### config.mk
export PLATFORM = sky130hd
export DESIGN_NAME = fifo_word_packer_flat
export DESIGN_NICKNAME = d
export VERILOG_FILES = /design/src/rtl/fifo_word_packer_pkg.sv /design/src/rtl/fifo_word_packer_if.sv /design/src/rtl/fifo_word_packer.sv /design/src/flat_wrapper.sv
export SDC_FILE = /design/constraint.sdc
export NUM_CORES = 1
export LEC_CHECK = 0
export BUFFER_PORTS_ARGS = -buffer_cell sky130_fd_sc_hd__buf_2
export CORE_MARGIN = 4
export CORE_UTILIZATION = 50
export CTS_BUF_LIST = sky130_fd_sc_hd__clkbuf_16
export DETAILED_ROUTE_END_ITERATION = 12
export MAX_ROUTING_LAYER = met4
export PLACE_DENSITY = 0.77
export SYNTH_ARGS = -nofsm -noshare
export SYNTH_HDL_FRONTEND = slang
export SYNTH_SLANG_ARGS = --single-unit
### constraint.sdc
create_clock -name read_clk -period 2.4 [get_ports read_clk]
set_input_delay 0.12 -clock read_clk [delete_from_list [all_inputs] [get_ports read_clk]]
set_output_delay 0.12 -clock read_clk [all_outputs]
set_load 0.005 [all_outputs]
### src/rtl/fifo_word_packer_pkg.sv
// Shared definitions for the FIFO read-side word packer: state encoding,
// parameter defaults and the byte-count width helper.
package fifo_pkg;

    typedef enum logic {
        FILL = 1'b0,
        HOLD = 1'b1
    } state_t;

    localparam int DEFAULT_DATA_WIDTH = 8;
    localparam int DEFAULT_PACK       = 4;

    // Wide enough to hold every count from 0 through PACK inclusive.
    function automatic int BYTES_W(input int pack);
        return $clog2(pack) + 1;
    endfunction

endpackage

### src/rtl/fifo_word_packer_if.sv
// Bundles the FIFO read port and the packed-word handshake of the packer.
// master = packer side, slave = FIFO/consumer side.
interface fifo_word_packer_if
    import fifo_pkg::*;
#(
    parameter int DATA_WIDTH = DEFAULT_DATA_WIDTH,
    parameter int PACK       = DEFAULT_PACK
);

    logic [DATA_WIDTH-1:0]      fifo_data_out;
    logic                       fifo_empty;
    logic                       Read_enable;
    logic                       flush;
    logic [PACK*DATA_WIDTH-1:0] word_out;
    logic                       word_valid;
    logic [BYTES_W(PACK)-1:0]   word_bytes;
    logic                       word_ready;

    modport master (
        input  fifo_data_out,
        input  fifo_empty,
        input  flush,
        input  word_ready,
        output Read_enable,
        output word_out,
        output word_valid,
        output word_bytes
    );

    modport slave (
        output fifo_data_out,
        output fifo_empty,
        output flush,
        output word_ready,
        input  Read_enable,
        input  word_out,
        input  word_valid,
        input  word_bytes
    );

endinterface

### src/rtl/fifo_word_packer.sv
// Drains FIFO entries, packs them little-endian into PACK-entry words and
// offers each word on a valid/ready handshake; flush releases a partial word.
module fifo_word_packer
    import fifo_pkg::*;
#(
    parameter int DATA_WIDTH = DEFAULT_DATA_WIDTH,
    parameter int PACK       = DEFAULT_PACK
) (
    input  logic               read_clk,
    input  logic               reset,
    fifo_word_packer_if.master bus
);

    localparam int              BW     = BYTES_W(PACK);
    localparam int              WW     = PACK * DATA_WIDTH;
    localparam logic [BW-1:0]   PACK_C = BW'(PACK);

    state_t          state_q,     state_d;
    logic [BW-1:0]   count_q,     count_d;
    logic            pending_q,   pending_d;
    logic            flush_req_q, flush_req_d;
    logic            valid_q,     valid_d;
    logic [WW-1:0]   word_q,      word_d;
    logic [BW-1:0]   bytes_q,     bytes_d;
    logic            read_en;

    // Reads are throttled so that captured plus in-flight entries never
    // exceed one word; a latched flush also stops further reads.
    always_comb begin
        state_d     = state_q;
        count_d     = count_q;
        pending_d   = pending_q;
        flush_req_d = flush_req_q;
        valid_d     = valid_q;
        word_d      = word_q;
        bytes_d     = bytes_q;
        read_en     = 1'b0;

        if (state_q == FILL) begin
            read_en = reset && !flush_req_q && !bus.fifo_empty &&
                      ((count_q + BW'(pending_q)) < PACK_C);
            pending_d = read_en;

            if (pending_q) begin
                if (count_q == '0) begin
                    word_d = '0;
                end
                for (int i = 0; i < PACK; i++) begin
                    if (count_q == BW'(i)) begin
                        word_d[i*DATA_WIDTH +: DATA_WIDTH] = bus.fifo_data_out;
                    end
                end
                count_d = count_q + 1'b1;
            end

            if (bus.flush && ((count_q != '0) || pending_q)) begin
                flush_req_d = 1'b1;
            end

            // A word that fills up wins over a flush arriving alongside it.
            if ((count_d == PACK_C) ||
                (flush_req_d && (count_d != '0) && !pending_d)) begin
                state_d     = HOLD;
                valid_d     = 1'b1;
                bytes_d     = count_d;
                flush_req_d = 1'b0;
            end
        end else begin
            pending_d = 1'b0;
            if (valid_q && bus.word_ready) begin
                state_d     = FILL;
                count_d     = '0;
                flush_req_d = 1'b0;
                valid_d     = 1'b0;
            end
        end
    end

    always_ff @(posedge read_clk) begin
        if (!reset) begin
            state_q     <= FILL;
            count_q     <= '0;
            pending_q   <= 1'b0;
            flush_req_q <= 1'b0;
            valid_q     <= 1'b0;
            word_q      <= '0;
            bytes_q     <= '0;
        end else begin
            state_q     <= state_d;
            count_q     <= count_d;
            pending_q   <= pending_d;
            flush_req_q <= flush_req_d;
            valid_q     <= valid_d;
            word_q      <= word_d;
            bytes_q     <= bytes_d;
        end
    end

    assign bus.Read_enable = read_en;
    assign bus.word_out    = word_q;
    assign bus.word_valid  = valid_q;
    assign bus.word_bytes  = bytes_q;

endmodule

### src/flat_wrapper.sv
// flat-port wrapper written by rule: the top's interface ports become plain ports
module fifo_word_packer_flat import fifo_pkg::*;
#(
    parameter int DATA_WIDTH = DEFAULT_DATA_WIDTH,
    parameter int PACK       = DEFAULT_PACK
)
  (read_clk, reset, bus_fifo_data_out, bus_fifo_empty, bus_flush, bus_word_ready, bus_Read_enable, bus_word_out, bus_word_valid, bus_word_bytes);
  fifo_word_packer_if #(.DATA_WIDTH(DATA_WIDTH), .PACK(PACK)) bus_i ();
  input  logic read_clk;
  input  logic reset;
  input wire logic [$bits(bus_i.fifo_data_out)-1:0] bus_fifo_data_out;
  input wire logic [$bits(bus_i.fifo_empty)-1:0] bus_fifo_empty;
  input wire logic [$bits(bus_i.flush)-1:0] bus_flush;
  input wire logic [$bits(bus_i.word_ready)-1:0] bus_word_ready;
  output wire logic [$bits(bus_i.Read_enable)-1:0] bus_Read_enable;
  output wire logic [$bits(bus_i.word_out)-1:0] bus_word_out;
  output wire logic [$bits(bus_i.word_valid)-1:0] bus_word_valid;
  output wire logic [$bits(bus_i.word_bytes)-1:0] bus_word_bytes;
  assign bus_i.fifo_data_out = bus_fifo_data_out;
  assign bus_i.fifo_empty = bus_fifo_empty;
  assign bus_i.flush = bus_flush;
  assign bus_i.word_ready = bus_word_ready;
  assign bus_Read_enable = bus_i.Read_enable;
  assign bus_word_out = bus_i.word_out;
  assign bus_word_valid = bus_i.word_valid;
  assign bus_word_bytes = bus_i.word_bytes;
  fifo_word_packer #(.DATA_WIDTH(DATA_WIDTH), .PACK(PACK)) u_core (.read_clk(read_clk), .reset(reset), .bus(bus_i));
endmodule
==> flow_summary_export.csv <==
group,metric,value,unit
routing,post_drt_wl_per_cell,14.6,um
sta,fmax,0.524,GHz
floorplanning,fp-row-count,21,
power_and_ir_drop,power_leakage,0.936,nW
setup_path,crit_required,2.57,ns
clocking,post_cts_buffers,0,
yosys,synth_edf_count,0,
yosys,synth-seq-cells,42,
routing,drc,0,
yosys,syn_area_per_cell,8.28,sq um
hold_path,holdPathEnd,"u_core.bus.word_out[6]$_SDFFE_PN0P_",
clocking,clock_tree.root_cell,"clkbuf_16",
floorplanning,fp.dieH,68.5,um
global_routing,grt_overflow,0,
yosys,netlist_instances,221,
setup_path,r2r-start,"u_core.count_q[1]$_SDFFE_PN0P_",
clocking,cts_made_buffers,5,
clocking,clk_latency,0.28,ns
routing,drtPass1Iterations,4,
global_routing,grt_max_degree,39,
clocking,cts_sinks,42,
setup_path,worstPathArrival,2.08,ns
routing,routed_wl,4570,um
clocking,path_clk_slew,0.06,ns
yosys,synth_warnings,0,
yosys,postSynth.topFlopCell,"dfxtp_1",
sta,period_minus_slack,1.91,ns
clocking,cts_resized,0,
global_routing,grt_pass1_wl,7210,um
hold_path,hp-class,"in -> reg",
sta,tightest_slew,0.618,ns
yosys,synthArstFlopShare,0,%
clocking,h-tree-depth,2,
placement,hpwl,3220,um
placement,port_buffers,49,
hold_path,min_path_cells,3,
power_and_ir_drop,peakVddDrop,671,uV
setup_path,crit_path_start_kind,"flop",
sta,post-route-period-util,79.6,%
setup_path,max_stage_delay,0.45,ns
yosys,synth_nets,240,
hold_path,hp-start,"bus_fifo_data_out[6]",
finish,syn_to_final_growth,21.3,%
floorplanning,coreArea,3440,sq um
global_routing,grt_pass1_vias,1544,
setup_path,crit_path_cell_trace,"inv_1, ha_1, mux2_2, o221ai_4, nor2_2, o311a_1",
run,drv_cap,0,
routing,ant_nets,0,
floorplanning,die_width,68.5,um
setup_path,cp-end-kind,"flop",
floorplanning,start_util,53.1,%
sta,hold_viol,0,
yosys,yosysSeqAreaShare,46.0,%
clocking,cts_tree,"yes",
finish,antenna_cells,0,
clocking,hold_buffers,0,
finish,final_core_util,64.4,%
power_and_ir_drop,pwr_density_cell,997,nW/um^2
floorplanning,io_pins,50,
global_routing,grt.total_usage,21.4,%
setup_path,crit_path_top_delay_cell,"dfxtp_1",
yosys,netlist-cell-type-count,36,
sta,slew_headroom,58.4,%
sta,tns,0,ns
setup_path,path_class,"reg -> reg",
finish,nets,285,
setup_path,rrSetupSlack,0.49,ns
routing,drt-initial-drc-count,160,
placement,gp_congestion,0.896,
status,status,"complete, no violations",
yosys,syn_area,1830,sq um
global_routing,antenna_found_initial,0,
clocking,ctsLongestPathBuffers,2,
setup_path,r2r-end,"u_core.bus.word_valid$_SDFFE_PN0P_",
sta,finalClockSkew,0.00360,ns
routing,vias,1755,
sta,finalMaxSlewViolations,0,
setup_path,worstPathMaxFanout,8,
floorplanning,die_area,4690,sq um
routing,vias_per_cell,5.61,
finish,layout-drive-gt1-share,23.6,%
sta,setup_viol,0,
sta,rsz0062_at_grt,"no",
setup_path,reg2regPathDepth,6,
[worst max-delay path: cells and delay by family (launching register included)]
family	cells	cell delay, ns
DFF	1	0.45
buffers and inverters	1	0.10
muxes	1	0.32
AOI/OAI and AO/OA	2	0.57
adders and majority gates	1	0.30
and+or+nand+nor	1	0.06
[placed cells by master, fill, tap and decap left out, types with 2 or more instances in the layout]
master     instances
ha_1               6
a32oi_1            3
clkbuf_16          5
nor3b_1            2
o21a_1             2
inv_1              6
dfxtp_1           42
nor3_1             2
nor2b_1            5
nand3b_1           2
buf_2             49
nor2_1            15
nand3_1           22
a21oi_1           34
a31oi_1            2
o21ai_0            2
o21ai_1            2
nand2_1           42
o211ai_1           4
o311a_1            2
a211oi_1           2
[registers in the layout, summed over array words and instances (netlist names)]
register / count
u_core.state_q: 1
u_core.flush_req_q: 1
u_core.pending_q: 1
u_core.bus.word_out: 32
u_core.bus.word_bytes: 3
u_core.bus.word_valid: 1
u_core.count_q: 3
[layer usage]
layer | GRT usage [%] | wire length [um] | vias to the layer above
met2 | 32.1 | 2120 | 77
li1 | - | - | 872
met5 | - | 0 | -
met1 | 28.9 | 2000 | 800
met4 | 3.72 | 41 | 0
met3 | 5.91 | 411 | 6
[stage by stage]
step	total power, mW	std cells	setup slack (ns)	instance area (sq um)	hold slack [ns]
after detailed placement	1.58	305	0.508	2080	0.413
after CTS	2.21	313	0.490	2220	0.118
after global routing	2.34	313	0.369	2220	0.142
after floorplan	1.40	221	0.646	1830	0.251
final	2.21	313	0.491	2220	0.124
after global placement	1.56	305	0.556	2080	0.412
[power breakdown]
| part | switching [mW] | internal (mW) | total [mW] |
|---|---|---|---|
| registers | 0.108 | 0.784 | 0.892 |
| clock network | 0.259 | 0.376 | 0.634 |
| logic | 0.414 | 0.271 | 0.685 |
[Yosys cell counts, types with 3 or more instances]
cell type   n  share of area, %
nand3_1    22               6.0
nor2_1     15               3.1
nand2_1    42               8.6
a21oi_1    34               9.3
ha_1        6               4.1
nor2b_1     5               1.7
clkbuf_1    8               1.6
dfxtp_1    42                46
a32oi_1     3               1.4
inv_1       5               1.0
o211ai_1    4               1.6
[cell type report]
cell class / instances / area (sq um)
clock buffer: 5 / 125
fill: 318 / 1220
tap: 46 / 57.6
clock inverter: 3 / 12.5
timing repair buffer: 50 / 253
multi-input combinational: 162 / 911
inverter: 5 / 18.8
sequential: 42 / 841
[kinds of logic (layout without fill, tap and decap cells)]
group	after synthesis	in the layout	share of synthesized area, %
multiplexers	1	1	0.616
AND/OR/NAND/NOR	98	98	25.4
flip-flops	42	42	46.0
adder cells (fa/ha/maj)	6	6	4.10
AO/OA/AOI/OAI	57	57	19.7
buffers and inverters	17	63	4.24
[worst max path at each step]
stage	startpoint	endpoint	slack [ns]	cells after the start
after global placement	u_core.count_q[1]$_SDFFE_PN0P_	u_core.state_q$_SDFF_PN0_	0.56	6
after floorplan	u_core.count_q[1]$_SDFFE_PN0P_	u_core.bus.word_valid$_SDFFE_PN0P_	0.65	6
after detailed placement	u_core.count_q[1]$_SDFFE_PN0P_	u_core.bus.word_valid$_SDFFE_PN0P_	0.51	6
after CTS	u_core.count_q[1]$_SDFFE_PN0P_	u_core.bus.word_valid$_SDFFE_PN0P_	0.49	6
after global routing	u_core.pending_q$_SDFF_PN0_	bus_Read_enable	0.37	5
final	u_core.count_q[1]$_SDFFE_PN0P_	u_core.bus.word_valid$_SDFFE_PN0P_	0.49	6
Power figures use the tool's default switching activity.
